$ cat src/rtl/serial_subtractor_4.sv
// Bit-serial ripple-borrow subtractor: {Bout,Diff} = X - Y - Bin, LSB first.
// One full-subtractor cell, shift registers and a start/done handshake.
//
// Ports:
//   clk    in   1      rising-edge clock
//   rst    in   1      synchronous active-high reset
//   start  in   1      request, accepted only while ready=1
//   X      in   WIDTH  minuend, sampled on the accepting edge
//   Y      in   WIDTH  subtrahend, sampled on the accepting edge
//   Bin    in   1      borrow-in, sampled on the accepting edge
//   ready  out  1      idle, able to accept
//   busy   out  1      shifting bits
//   done   out  1      one-cycle pulse, results just updated
//   Diff   out  WIDTH  difference mod 2^WIDTH
//   Bout   out  1      borrow-out (X < Y+Bin, unsigned)
//   Ovf    out  1      two's-complement overflow

module serial_subtractor_4 #(
   parameter int WIDTH = 4
) (
   input  logic             clk,
   input  logic             rst,
   input  logic             start,
   input  logic [WIDTH-1:0] X,
   input  logic [WIDTH-1:0] Y,
   input  logic             Bin,
   output logic             ready,
   output logic             busy,
   output logic             done,
   output logic [WIDTH-1:0] Diff,
   output logic             Bout,
   output logic             Ovf
);

   localparam int CW = $clog2(WIDTH + 1);

   typedef enum logic [1:0] {
      IDLE = 2'd0,
      BUSY = 2'd1,
      DONE = 2'd2
   } state_t;

   state_t state;
   state_t state_nxt;

   logic [WIDTH-1:0] xs;
   logic [WIDTH-1:0] ys;
   logic [WIDTH-1:0] rs;
   logic             b;
   logic [CW-1:0]    cnt;
   logic             xm;
   logic             ym;

   logic             xb;
   logic             yb;
   logic             d;
   logic             bn;
   logic             last;
   logic [WIDTH-1:0] rs_nxt;

   // Full-subtractor cell on the current operand LSBs.
   always_comb begin
      xb     = xs[0];
      yb     = ys[0];
      d      = xb ^ yb ^ b;
      bn     = (~xb & yb) | (~xb & b) | (yb & b);
      rs_nxt = {d, rs[WIDTH-1:1]};
      last   = (cnt == CW'(WIDTH - 1));
   end

   always_ff @(posedge clk) begin
      if (rst) begin
         state <= IDLE;
      end else begin
         state <= state_nxt;
      end
   end

   always_comb begin
      state_nxt = state;
      ready     = 1'b0;
      busy      = 1'b0;
      done      = 1'b0;
      case (state)
         IDLE: begin
            ready = 1'b1;
            if (start) begin
               state_nxt = BUSY;
            end
         end
         BUSY: begin
            busy = 1'b1;
            if (last) begin
               state_nxt = DONE;
            end
         end
         DONE: begin
            done      = 1'b1;
            state_nxt = IDLE;
         end
         default: begin
            state_nxt = IDLE;
         end
      endcase
   end

   // Datapath. Results are written only on the final step so partial
   // differences never reach the outputs.
   always_ff @(posedge clk) begin
      if (rst) begin
         xs   <= '0;
         ys   <= '0;
         rs   <= '0;
         b    <= 1'b0;
         cnt  <= '0;
         xm   <= 1'b0;
         ym   <= 1'b0;
         Diff <= '0;
         Bout <= 1'b0;
         Ovf  <= 1'b0;
      end else begin
         case (state)
            IDLE: begin
               if (start) begin
                  xs  <= X;
                  ys  <= Y;
                  rs  <= '0;
                  b   <= Bin;
                  cnt <= '0;
                  xm  <= X[WIDTH-1];
                  ym  <= Y[WIDTH-1];
               end
            end
            BUSY: begin
               xs  <= xs >> 1;
               ys  <= ys >> 1;
               rs  <= rs_nxt;
               b   <= bn;
               cnt <= cnt + CW'(1);
               if (last) begin
                  Diff <= rs_nxt;
                  Bout <= bn;
                  // Overflow only possible when operand signs differ and
                  // the result sign departs from the minuend sign.
                  Ovf  <= (xm != ym) & (rs_nxt[WIDTH-1] != xm);
               end
            end
            default: begin
            end
         endcase
      end
   end

endmodule

$ cat config.mk
export PLATFORM = sky130hd
export DESIGN_NAME = serial_subtractor_4
export DESIGN_NICKNAME = d
export VERILOG_FILES = /design/src/rtl/serial_subtractor_4.sv
export SDC_FILE = /design/constraint.sdc
export NUM_CORES = 1
export LEC_CHECK = 0
export ABC_CLOCK_PERIOD_IN_PS = 2600
export CORE_MARGIN = 2
export CORE_UTILIZATION = 53
export CTS_CLUSTER_DIAMETER = 40
export CTS_CLUSTER_SIZE = 16
export DETAILED_ROUTE_END_ITERATION = 16
export HOLD_SLACK_MARGIN = 0.03
export PLACE_DENSITY = 0.84
export SYNTH_ARGS = -nofsm -noshare
export SYNTH_HDL_FRONTEND = slang
export SYNTH_SLANG_ARGS = --single-unit
$ cat constraint.sdc
create_clock -name clk -period 2.6 [get_ports clk]
set_clock_uncertainty 0.05 [all_clocks]
set_input_delay 0.52 -clock clk [delete_from_list [all_inputs] [get_ports clk]]
set_output_delay 0.52 -clock clk [all_outputs]
set_load 0.05 [all_outputs]
==> metrics.cfg <==
[global_routing]
grt_pass1_wl_microns = 3550
grt-ovfl-total = 0
grt_use_met2_pct = 31.7
met1_usage_pct = 23.8
track_usage_pct = 18.7
antenna_found_initial = 0
busiest_layer = met2
grt_pass1_vias = 833
grt_max_degree = 26
met3_usage_pct = 3.37

[floorplan]
die_h_microns = 48.9
die_area_sq_um = 2390
io_pins = 21
die_w_microns = 48.9
core.rowCount = 16
coreArea_sq_um = 1920
initial_utilization_pct = 55.5

[timing]
rsz0062_at_grt = false
fin_crit_ns = 2.37
finalSetupViolCount = 0
relSlewSlack_pct = 66.8
worst_pin_slew_ns = 0.496
drv_slew = 0
max_freq_ghz = 0.423
worst_slack_ns = 0.234
post-route-period-util_pct = 91.0
finalSetupTns_ns = 0
hold_viol = 0

[final_layout]
n_antenna_cell = 0
layout-drive-gt1-share_pct = 10.2
final_cell_area_sq_um = 1310
post_layout_nonfiller_instances = 155
area_growth_pct = 22.5
nets = 144

[power]
ir_drop_mv = 0.368
p_comb_share_pct = 16.6
internal_power_mw = 0.516
sw_frac_of_total_pct = 26.3
power.total_mw = 0.700
power_switching_mw = 0.184
seq_power_share_pct = 59.4
pwr-share-clk_pct = 24.0
p_leak_nw = 0.510
power_density_nw_per_um2 = 535

[outcome]
status = finished, final reports clean

[routing]
via_per_inst = 5.44
drc = 0
dr.pass1.iters = 4
via_count = 843
drt-initial-drc-count = 6
detail_route.wl_per_cell_microns = 13.0
antenna_left = 0
wl_microns = 2020

[synthesis]
seq_area_frac_synth_pct = 46.9
yosysWarnings = 0
synth_area_per_cell_sq_um = 9.79
synth_cell_types = 27
synthesis.nets = 124
syn_inst = 109
ys_ff_latch = 25
syn_area_sq_um = 1070

[clock_network]
cts_resized = 0
postCtsHoldBufs = 0
path_clk_slew_ns = 0.13
cts_tree = yes
clock_latency_ns = 0.31
cts_sinks = 25
cts_setup_buffers = 0
h-tree-depth = 1
cts-root-buf = clkbuf_4
clk_path_buf_depth = 2
cts_buffers = 3

[place]
dp_cells = 151
gp_congestion = 0.750
portBuffers = 20
dp_hpwl_microns = 1520
placed_cell_area_sq_um = 1280
pre_cts_ws_ns = 0.585

[critical_path]
cp_max_fo = 8
crit_arrival_ns = 1.80
crit_type = reg2out
cp-end-kind = output pin
cp-start-kind = register
critical_path_required_ns = 2.03

[min_path]
hold_path.class = reg2reg

[run]
maxCapViolations = 0

Yosys cell counts, drive strengths merged:
cell | instances | area, sq um
mux2i | 9 | 90.1
a211oi | 9 | 72.6
nor2b | 2 | 15.0
nor2 | 19 | 71.3
clkbuf | 3 | 11.3
o21ba | 1 | 16.3
nand3b | 1 | 7.51
buf | 5 | 42.5
a311oi | 1 | 8.76
ha | 2 | 25.0
nor3 | 2 | 10.0
and3b | 1 | 8.76
nor3b | 2 | 20.0
nand3 | 3 | 15.0
fa | 1 | 20.0
o21bai | 1 | 11.3
or3b | 1 | 8.76
inv | 4 | 15.0
dfxtp | 25 | 500
a21oi | 6 | 30.0
nand2 | 4 | 15.0
a22oi | 7 | 52.6
metrics by stage:
step                      hold slack, ns  utilization, %
after global routing               0.458            68.0
after global placement             0.396            66.6
after detailed placement           0.404            66.6
after floorplan                    0.393               -
after CTS                          0.421            68.0
final                              0.419            68.0
per-layer routing:
layer,wire [microns],vias up
met5,0,-
met4,25,0
met3,69,4
met2,1010,16
met1,913,400
li1,-,423
cell type report:
class                           count  area, sq um
Fill cell                         159          614
Sequential cell                    25          500
Multi-Input combinational cell     72          498
Timing Repair Buffer               23          233
Tap cell                           27         33.8
Clock buffer                        3         22.5
Inverter                            4         15.0
Clock inverter                      1         5.00
path summary, 6_finish.rpt:
kind / from / endpoint / slack (ns) / cells past startpoint
max: state[1] / done / 0.23 / 2
max reg2reg: state[0] / Bout / 0.94 / 5
min: Diff[0] / Diff[0] / 0.42 / 2
min reg2reg: Diff[0] / Diff[0] / 0.42 / 2
critical path: stages, from the launching register on:
cell	delay [ns]
dfxtp_1	0.50
nor2b_1	0.17
clkdlybuf4s50_1	0.81
registers in the layout, summed over array words and instances, names as in the netlist:
name   cells
xm         1
cnt        3
b          1
state      2
Diff       4
rs         3
ys         4
Bout       1
ym         1
xs         4
Ovf        1
kinds of logic (layout without fill, tap and decap cells):
family / after synthesis / after routing / synth area share, %
AO/OA/AOI/OAI: 25 / 25 / 17.9
AND/OR/NAND/NOR: 35 / 35 / 16.1
adder cells (fa/ha/maj): 3 / 3 / 4.22
buffers and inverters: 12 / 31 / 6.45
flip-flops: 25 / 25 / 46.9
multiplexers: 9 / 9 / 8.44
power groups by stage:
stage               Clock, mW  Combinational (mW)  Sequential, mW
finish                  0.168               0.116           0.416
global placement            0               0.113           0.423
global route            0.189               0.126           0.418
floorplan                   0              0.0820           0.419
detailed placement          0               0.116           0.424
CTS                     0.172               0.117           0.416
cell usage in the layout (no fill, tap or decap), types with 2 or more instances in the layout:
master,n
a211oi_1,8
a21oi_1,6
a22oi_1,7
buf_4,3
clkbuf_4,3
clkdlybuf4s50_1,19
dfxtp_1,25
ha_1,2
inv_1,4
mux2i_1,9
nand2_1,4
nand3_1,3
nor2_1,19
nor3_1,2
Power figures use the tool's default switching activity.
